<file path="src/rtl/paddle_rc_decoder.sv">
// ---------------------------------------------------------------------------
// paddle_rc_decoder
//
// Reader side of an AY-3-8500 style RC paddle. The external capacitor is
// discharged at frame start for a few scanlines. Charging then starts, and the
// block counts rising hs edges until the external comparator trips. The line
// count, minus a dead-zone offset and saturated to 8 bits, becomes the paddle
// position.
//
// Optional feature, selected by the macro PADDLE_AVG_EN:
//   defined   : the position is a 4-tap moving average of recent captures.
//               Timeout captures still strobe pos_valid but leave the position
//               and the history unchanged. The strobe comes one clock later.
//   undefined : the position is the current capture only. A timeout captures
//               raw = MAX_LINES, which saturates to 255.
// ---------------------------------------------------------------------------
module paddle_rc_decoder #(
    parameter int DISCHARGE_LINES = 4,
    parameter int OFFSET_LINES    = 16,
    parameter int MAX_LINES       = 300,
    parameter int SYNC_STAGES     = 2
) (
    input  logic       clk_sys,
    input  logic       reset,
    input  logic       hs,
    input  logic       vs,
    input  logic       cmp_in,
    input  logic       invert,
    output logic       discharge,
    output logic [7:0] position,
    output logic       pos_valid,
    output logic       timeout
);

    typedef enum logic [1:0] {
        IDLE      = 2'd0,
        DISCHARGE = 2'd1,
        MEASURE   = 2'd2,
        CAPTURE   = 2'd3
    } state_t;

    localparam logic [8:0] DIS_LAST  = 9'(DISCHARGE_LINES - 1);
    localparam logic [8:0] MEAS_LAST = 9'(MAX_LINES - 1);
    localparam logic [8:0] RAW_MAX   = 9'(MAX_LINES);
    localparam logic [8:0] OFFSET_9  = 9'(OFFSET_LINES);

    // Edge detection and comparator synchroniser.
    logic                   hs_r, hs_p, vs_r, vs_p;
    logic [SYNC_STAGES-1:0] cmp_sync;
    logic                   hs_rise, vs_rise, cmp_s;

    // Measurement state.
    state_t     state;
    logic [8:0] line_cnt;
    logic [8:0] raw_q;
    logic       cap_to;     // capture in progress is a timeout
    logic       cap_vs;     // capture was forced by vs, so restart discharge

    // Offset removal and saturation of the captured line count.
    logic [8:0] val;
    logic [7:0] sat;

`ifdef PADDLE_AVG_EN
    logic [7:0] hist [4];
    logic       avg_pend;
    logic       avg_to;
    logic       inv_q;
    logic [9:0] avg_sum;
`endif

    // Register hs/vs once for edge detection, and pass cmp_in through the sync chain.
    // NOTE: every sequential assignment uses <= so all flops sample the same pre-edge values.
    always_ff @(posedge clk_sys or posedge reset) begin
        if (reset) begin
            hs_r     <= 1'b0;
            hs_p     <= 1'b0;
            vs_r     <= 1'b0;
            vs_p     <= 1'b0;
            cmp_sync <= '0;
        end else begin
            hs_r     <= hs;
            hs_p     <= hs_r;
            vs_r     <= vs;
            vs_p     <= vs_r;
            cmp_sync <= {cmp_sync[SYNC_STAGES-2:0], cmp_in};
        end
    end

    assign hs_rise = hs_r & ~hs_p;
    assign vs_rise = vs_r & ~vs_p;
    assign cmp_s   = cmp_sync[SYNC_STAGES-1];

    // Remove the dead zone from the raw count and clamp the result to 8 bits.
    // NOTE: every signal driven here gets a value on every path, so no latch is inferred.
    always_comb begin
        val = (raw_q < OFFSET_9) ? 9'd0 : raw_q - OFFSET_9;
        sat = (val > 9'd255) ? 8'hFF : val[7:0];
    end

`ifdef PADDLE_AVG_EN
    // Sum of the four history taps, read one cycle after they were updated.
    always_comb begin
        avg_sum = {2'b00, hist[0]} + {2'b00, hist[1]} + {2'b00, hist[2]} + {2'b00, hist[3]};
    end
`endif

    // Measurement FSM with registered discharge, position, strobe and timeout.
    always_ff @(posedge clk_sys or posedge reset) begin
        if (reset) begin
            state     <= IDLE;
            discharge <= 1'b1;
            line_cnt  <= 9'd0;
            raw_q     <= 9'd0;
            cap_to    <= 1'b0;
            cap_vs    <= 1'b0;
            position  <= 8'h80;
            pos_valid <= 1'b0;
            timeout   <= 1'b0;
`ifdef PADDLE_AVG_EN
            // NOTE: the history is state that the output depends on, so it is
            // preset on reset rather than left undefined like a plain memory.
            for (int i = 0; i < 4; i++) hist[i] <= 8'h80;
            avg_pend  <= 1'b0;
            avg_to    <= 1'b0;
            inv_q     <= 1'b0;
`endif
        end else begin
            pos_valid <= 1'b0;

            case (state)
                IDLE: begin
                    discharge <= 1'b1;
                    if (vs_rise) begin
                        state    <= DISCHARGE;
                        line_cnt <= 9'd0;
                    end
                end

                DISCHARGE: begin
                    discharge <= 1'b1;
                    if (vs_rise) begin
                        line_cnt <= 9'd0;
                    end else if (hs_rise) begin
                        if (line_cnt == DIS_LAST) begin
                            state     <= MEASURE;
                            line_cnt  <= 9'd0;
                            discharge <= 1'b0;
                        end else begin
                            line_cnt <= line_cnt + 9'd1;
                        end
                    end
                end

                MEASURE: begin
                    discharge <= 1'b0;
                    if (vs_rise) begin
                        state     <= CAPTURE;
                        raw_q     <= RAW_MAX;
                        cap_to    <= 1'b1;
                        cap_vs    <= 1'b1;
                        discharge <= 1'b1;
                    end else if (hs_rise) begin
                        if (cmp_s) begin
                            state     <= CAPTURE;
                            raw_q     <= line_cnt;
                            cap_to    <= 1'b0;
                            cap_vs    <= 1'b0;
                            discharge <= 1'b1;
                        end else if (line_cnt == MEAS_LAST) begin
                            state     <= CAPTURE;
                            raw_q     <= RAW_MAX;
                            cap_to    <= 1'b1;
                            cap_vs    <= 1'b0;
                            discharge <= 1'b1;
                        end else begin
                            line_cnt <= line_cnt + 9'd1;
                        end
                    end
                end

                CAPTURE: begin
                    discharge <= 1'b1;
                    line_cnt  <= 9'd0;
                    state     <= (cap_vs || vs_rise) ? DISCHARGE : IDLE;
`ifdef PADDLE_AVG_EN
                    if (!cap_to) begin
                        hist[0] <= sat;
                        hist[1] <= hist[0];
                        hist[2] <= hist[1];
                        hist[3] <= hist[2];
                    end
                    avg_pend <= 1'b1;
                    avg_to   <= cap_to;
                    inv_q    <= invert;
`else
                    position  <= sat ^ {8{invert}};
                    pos_valid <= 1'b1;
                    timeout   <= cap_to;
`endif
                end

                default: begin
                    state     <= IDLE;
                    discharge <= 1'b1;
                end
            endcase

`ifdef PADDLE_AVG_EN
            // Publish the averaged position one cycle after the history update.
            if (avg_pend) begin
                avg_pend  <= 1'b0;
                pos_valid <= 1'b1;
                timeout   <= avg_to;
                if (!avg_to) begin
                    position <= avg_sum[9:2] ^ {8{inv_q}};
                end
            end
`endif
        end
    end

endmodule

</file>
<file path="config.mk">
export PLATFORM = sky130hd
export DESIGN_NAME = paddle_rc_decoder
export DESIGN_NICKNAME = d
export VERILOG_FILES = /design/src/rtl/paddle_rc_decoder.sv
export SDC_FILE = /design/constraint.sdc
export NUM_CORES = 1
export LEC_CHECK = 0
export CAP_MARGIN = 20
export CORE_UTILIZATION = 40
export CTS_CLUSTER_DIAMETER = 30
export CTS_CLUSTER_SIZE = 40
export DETAILED_ROUTE_END_ITERATION = 10
export GPL_ROUTABILITY_DRIVEN = 0
export PLACE_DENSITY = 0.63
export SYNTH_ARGS = -nofsm -noshare
export SYNTH_HDL_FRONTEND = slang
export SYNTH_SLANG_ARGS = --single-unit
</file>
<file path="constraint.sdc">
create_clock -name clk_sys -period 2.68 [get_ports clk_sys]
set_input_delay 0.268 -clock clk_sys [delete_from_list [all_inputs] [get_ports clk_sys]]
set_output_delay 0.268 -clock clk_sys [all_outputs]
set_load 0.05 [all_outputs]
</file>
==> summary.md, run 1 <==
| Metric | Value |
|---|---|
| Initial Util | 41.9% |
| HPWL after detailed placement | 2690 um |
| Avg Inst Size Synth | 11.1 um^2 |
| Crit path max-delay family | simple AND/OR/NAND/NOR gates |
| Register Area | 978 um^2 |
| Reg2reg start | line_cnt[0]$_DFFE_PP0P_ |
| Layout cells sized above 1 | 16.0% |
| Reg2reg path depth | 6 |
| Min Hold Slack | 354 ps |
| Total clock sinks | 39 |
| Initial antenna violation count | 0 |
| Largest area contributor in the netlist | dfrtp_1 |
| Port bufs | 16 |
| Num ports | 17 |
| Final setup viols | 0 |
| Worst-case clock buffer depth | 2 |
| Post-synthesis sequential area ratio | 48.8% |
| Worst-Skew Late Latency | 290 ps |
| Final Hold Violating Endpoints | 0 |
| WP data required | 2910 ps |
| CP max stage delay | 530 ps |
| Min Tclk post-route | 2200 ps |
| WL/cell | 13.8 um |
| Post-CTS Hold Fix Bufs | 0 |
| RSZ-0062 raised after global routing | false |
| Multi-input gate area | 963 um^2 |
| Via count | 1422 |
| TritonCTS Buffers | 5 |
| Residual DRC | 0 |
| Outcome | completed |
| Peak Freq | 454 MHz |
| Largest net degree at the start of global routing | 40 |
| Filler instances | 449 |
| Slowest-stage cell, CP | nor3b_2 |
| Vias in the first global route | 1397 |
| # diodes | 0 |
| Synth top area share | 46.1% |
| WS Path Type | flop to flop |
| Synthesis-stage register bit count | 39 |
| Final worst-path cycle share | 82.3% |
| Drt first pass iters | 4 |
| Reg2reg end | line_cnt[0]$_DFFE_PP0P_ |
| Post-synth cell types | 44 |
| Die area | 5300 um^2 |
| Util after Layout | 48.2% |
| Post-Syn Nets | 192 |
| Vias per inst | 5.33 |
| Max-slew headroom | 64.7% |
| Arr. time, crit path | 2440 ps |
| Synth Warn # | 0 |
| P_leak | 1.02 nW |
| Initial DRC count | 95 |
| DRT Wirelength | 3680 um |
| Synthesized cell area | 2010 um^2 |
| Worst-case clock skew | 2.83 ps |
| Total gr overflow | 0 |
| Instance count of the mapped netlist | 180 |
| Post-synth ARST share | 100% |
| First-pass GRT wire length | 6640 um |
| Setup tns final | 0 ps |
| Crit. End Element | flop |
| Max VDD drop | 0.498 mV |
| Layout area overhead | 15.0% |
| Crit path launch type | flop |
| Commonest cells after routing, fill and taps aside | dfrtp_1 (37), clkdlybuf4s50_1 (16), nor2_1 (13), and3_1 (10) |
| CTS tree | done |
| Max-cap violations | 0 |
| Core Footprint | 4790 um^2 |
| Total Routing Usage GR | 16.5% |
| WP buf/inv | 0 |
| Power Dens Cells | 1110 nW/um^2 |
| Die height | 72.8 um |
| Clock root cell | clkbuf_8 |
| HP Start | cmp_sync[0]$_DFF_PP0_ |
| WHS Path Cells | 0 |
| Post-CTS Setup Bufs | 0 |
| Worst-path clk slew | 70 ps |
| Die width | 72.8 um |
| CP Cell Sequence | ha_1 > nor2b_1 > and3_1 > o21ai_2 > nor3b_2 > mux2_2 |
| EDFF count, synth | 0 |
| Commonest non-fill, non-tap cell in the layout | dfrtp_1 |
| H-Tree Depth | 2 |
| Pins Over Slew Limit | 0 |
| Worst-margin pin slew | 528 ps |
| FP Rows | 25 |
| Area contributors post-synth | dfrtp_1 (46%), mux2_2 (4.5%), ha_1 (3.7%) |
| Worst reg-to-reg setup slack | 480 ps |
| Worst min path class | flop to flop |
| Max Fanout on Critical Path | 9 |
| Hold Crit Endpoint | cmp_sync[1]$_DFF_PP0_ |
| CTS-repair resized insts | 0 |
| Total power | 2.56 mW |
| Antenna-violating nets left | 0 |
| Fin nets | 211 |
| Top_reg_cell synth | dfrtp_1 |
[layer usage]
metal  share of wire [%]  vias up  GRT usage (%)
met4                 1.7        0           6.75
met1                  47      695           21.0
li1                    -      694              -
met3                 3.4        9           4.70
met5                   0        -              0
met2                  48       24           26.5
[power by group]
group / total (mW) / switching, mW / leakage (nW) / internal [mW]
Clock: 0.384 / 0.206 / 0.0477 / 0.178
Sequential: 0.868 / 0.111 / 0.475 / 0.757
Combinational: 1.31 / 0.777 / 0.498 / 0.532
[per-stage QoR]
step | setup slack, ps | area (um^2) | instances
final | 475 | 2310 | 267
after global routing | 332 | 2310 | 267
after CTS | 442 | 2310 | 267
after detailed placement | 460 | 2220 | 259
after global placement | 525 | 2220 | 259
after floorplan | 685 | 2010 | 180
[sequential cells by signal (all words and copies together), names as in the netlist]
name	flops
vs_p	1
line_cnt	9
cap_vs	1
pos_valid	1
hs_r	1
cmp_sync	2
state	2
cap_to	1
discharge	1
vs_r	1
hs_p	1
timeout	1
raw_q	9
position	8
[area by class of cell]
type	count	share of cell area (%)
well taps	67	3.63
multi-input cells	128	41.8
flip-flops and latches	39	42.4
clock inverters	3	0.651
clock buffers	5	2.98
inverters	8	1.30
repair buffers	17	7.27
[cells by family (layout without fill, tap and decap cells)]
family | count (synthesis) | count (layout) | synth area share [%]
adder cells (fa/ha/maj) | 6 | 6 | 3.74
XOR/XNOR | 8 | 8 | 3.49
AO/OA/AOI/OAI | 45 | 45 | 18.1
multiplexers | 11 | 11 | 6.73
buffers and inverters | 13 | 33 | 3.24
flip-flops | 39 | 39 | 48.8
AND/OR/NAND/NOR | 58 | 58 | 16.0
[worst max path at each step]
stage	start	endpoint	slack, ps	cells past startpoint
finish	line_cnt[0]$_DFFE_PP0P_	line_cnt[0]$_DFFE_PP0P_	480	6
global placement	raw_q[4]$_DFFE_PP0P_	position[5]$_DFFE_PP0P_	530	7
detailed placement	raw_q[4]$_DFFE_PP0P_	position[5]$_DFFE_PP0P_	460	7
floorplan	raw_q[4]$_DFFE_PP0P_	position[0]$_DFFE_PP0P_	690	7
CTS	raw_q[4]$_DFFE_PP0P_	position[5]$_DFFE_PP0P_	440	7
global route	raw_q[4]$_DFFE_PP0P_	position[5]$_DFFE_PP0P_	330	7
[cell usage after synthesis (2+ instances only)]
cell / count
o21ai_0: 2
a221o_1: 6
inv_1: 8
xnor2_1: 7
a22o_1: 5
nand3_1: 7
o21a_1: 3
dfrtp_1: 37
nor2_1: 13
mux2_1: 2
o22a_1: 2
a21oi_1: 4
a31oi_1: 3
nand2b_1: 2
clkbuf_1: 2
o21ai_1: 4
nor3_1: 2
mux2_2: 8
buf_6: 2
ha_1: 6
or2_1: 4
a21oi_2: 7
and3b_1: 2
nor2b_1: 5
nand2_1: 8
and3_1: 10
dfstp_2: 2
Note: power is estimated with default switching activity, not from simulation.
==> run 2: changes to the inputs <==
--- a/config.mk
+++ b/config.mk
@@ -11,7 +11,7 @@
 export CTS_CLUSTER_SIZE = 40
 export DETAILED_ROUTE_END_ITERATION = 10
 export GPL_ROUTABILITY_DRIVEN = 0
-export PLACE_DENSITY = 0.63
+export PLACE_DENSITY = 0.65
 export SYNTH_ARGS = -nofsm -noshare
 export SYNTH_HDL_FRONTEND = slang
 export SYNTH_SLANG_ARGS = --single-unit
==> constraint.sdc (replaced) <==
create_clock -name clk_sys -period 1.99 [get_ports clk_sys]
set_input_delay 0.199 -clock clk_sys [delete_from_list [all_inputs] [get_ports clk_sys]]
set_output_delay 0.199 -clock clk_sys [all_outputs]
set_load 0.05 [all_outputs]
==> summary.md, run 2 (synthesized netlist as in run 1, its figures left out) <==
| Metric | Value |
|---|---|
| Max VDD drop | 0.605 mV (+22%) |
| Die width | 72.8 um (unchanged) |
| Worst-case clock buffer depth | 2 (unchanged) |
| Reg2reg path depth | 7 (+1) |
| Worst-Skew Late Latency | 300 ps (about the same) |
| WS Path Type | flop to flop |
| Reg2reg start | raw_q[5]$_DFFE_PP0P_ |
| FP Rows | 25 (unchanged) |
| Final worst-path cycle share | 94.4% (+12 points) |
| H-Tree Depth | 2 (unchanged) |
| # diodes | 0 (unchanged) |
| Total Routing Usage GR | 16.9% (+0.37 points) |
| Max Fanout on Critical Path | 6 (-3) |
| Die area | 5300 um^2 (unchanged) |
| WP data required | 2180 ps (-730 ps) |
| M1 GR Usage | 21.9% (+0.87 points) |
| Total clock sinks | 39 (unchanged) |
| CTS tree | done |
| Initial antenna violation count | 0 (unchanged) |
| Min Tclk post-route | 1880 ps (-326 ps) |
| Final setup viols | 0 (unchanged) |
| Util after Layout | 50.8% (+2.6 points) |
| HPWL after detailed placement | 2690 um (+0.29%) |
| Largest net degree at the start of global routing | 40 (unchanged) |
| GRT busiest layer | met2 |
| Power Dens Cells | 1470 nW/um^2 (+32%) |
| First-pass GRT wire length | 6610 um (-0.51%) |
| Min Hold Slack | 330 ps (-24.6 ps) |
| Final Hold Violating Endpoints | 0 (unchanged) |
| WL/cell | 13.9 um (+0.61%) |
| Initial Util | 41.9% (unchanged) |
| Max-slew headroom | 66.9% (+2.3 points) |
| Worst reg-to-reg setup slack | 110 ps (-360 ps) |
| DRT Wirelength | 3870 um (+5.1%) |
| Num ports | 17 (unchanged) |
| Clock root cell | clkbuf_8 |
| Via count | 1442 (+1.4%) |
| Core Footprint | 4790 um^2 (unchanged) |
| Commonest non-fill, non-tap cell in the layout | dfrtp_1 |
| Commonest cells after routing, fill and taps aside | dfrtp_1 (37), clkdlybuf4s50_1 (16), nor2_1 (13), buf_4 (13), and3_1 (10) |
| Worst min path class | primary input to async pin |
| Pins Over Slew Limit | 0 (unchanged) |
| Worst-path clk slew | 80 ps (about the same) |
| TritonCTS Buffers | 5 (unchanged) |
| Fin nets | 223 (+5.7%) |
| Outcome | completed |
| Reg2reg end | position[5]$_DFFE_PP0P_ |
| Crit path launch type | flop |
| Initial DRC count | 101 (+6.3%) |
| P_leak | 1.09 nW (+6.6%) |
| Port bufs | 16 (unchanged) |
| Arr. time, crit path | 2070 ps (-370 ps) |
| Residual DRC | 0 (unchanged) |
| RSZ-0062 raised after global routing | true |
| Total gr overflow | 0 (unchanged) |
| Met3 GRT Util | 5.66% (+0.97 points) |
| Antenna-violating nets left | 0 (unchanged) |
| Die height | 72.8 um (unchanged) |
| GR Util met2 | 26.6% (+0.10 points) |
| Vias per inst | 5.17 (-3.0%) |
| Worst-margin pin slew | 494 ps (-33.5 ps) |
| Peak Freq | 532 MHz (+17%) |
| Drt first pass iters | 4 (unchanged) |
| Total power | 3.57 mW (+39%) |
| Crit. End Element | flop |
| Layout area overhead | 21.2% |
| Max-cap violations | 0 (unchanged) |
| Worst-case clock skew | 4.81 ps (+1.98 ps) |
| Top flop regs | line_cnt (9), raw_q (9), position (8) |
| Layout cells sized above 1 | 23.6% (+7.6 points) |
| Vias in the first global route | 1413 (+1.1%) |
run 2: cell count changes in the layout (fill, tap and decap cells not counted), moves of 2 or more:
cell     previous run  this run
inv_2               0         2
buf_4               1        13
inv_1               8         6
nor3b_4             0         2
run 2: routing by layer:
| layer | part of all wire (%) | wire, um |
|---|---|---|
| met1 | 47 | 1830 |
| met2 | 47 | 1840 |
| met3 | 4.1 | 157 |
| met4 | 1.3 | 50 |
| met5 | 0 | 0 |
run 2: what timing repair did:
| action | in CTS | in global routing |
|---|---|---|
| hold buffers | 0 | 0 |
| gates resized for setup | 0 | 8 |
| buffers inserted | 0 | 1 |
| setup endpoints to repair | 0 | 15 |
run 2: worst max-delay path, cell delays in order, from the launching register on:
cell and delay (ps):
dfrtp_1 420, inv_2 90, ha_4 140, nor3b_4 220, mux2i_4 400, a21oi_2 70
xnor2_1 140, mux2_2 280
run 2: cell type report:
| class | instances | area (um^2) |
|---|---|---|
| fillers | 437 | 2350 |
| well taps | 67 | 83.8 |
| clock buffers | 5 | 68.8 |
| clock inverters | 3 | 15.0 |
| repair buffers | 29 | 258 |
| multi-input cells | 128 | 998 |
| inverters | 8 | 30.0 |
| flip-flops and latches | 39 | 978 |
run 2: power by group:
group | internal [mW] | leakage, nW | switching [mW]
Combinational | 0.815 | 0.565 | 1.07
Sequential | 1.02 | 0.475 | 0.140
Clock | 0.240 | 0.0477 | 0.281
run 2: metrics by stage:
stage / instance area [um^2] / setup slack, ps / setup TNS [ps] / instances
floorplan: 2010 / 118 / 0 / 180
global placement: 2310 / 71.6 / 0 / 270
detailed placement: 2310 / 25.4 / 0 / 270
CTS: 2390 / 2.91 / 0 / 278
global route: 2430 / -2.36 / -2.36 / 279
finish: 2430 / 111 / 0 / 279
run 2: worst max-delay path by stage:
stage / startpoint / endpoint / slack (ps)
6_report: raw_q[5]$_DFFE_PP0P_ / position[5]$_DFFE_PP0P_ / 110
3_5_place_dp: raw_q[4]$_DFFE_PP0P_ / position[5]$_DFFE_PP0P_ / 30
4_1_cts: raw_q[4]$_DFFE_PP0P_ / position[5]$_DFFE_PP0P_ / 3
5_1_grt: raw_q[5]$_DFFE_PP0P_ / position[5]$_DFFE_PP0P_ / -2
2_1_floorplan: line_cnt[0]$_DFFE_PP0P_ / line_cnt[6]$_DFFE_PP0P_ / 120
3_3_place_gp: raw_q[5]$_DFFE_PP0P_ / position[5]$_DFFE_PP0P_ / 70
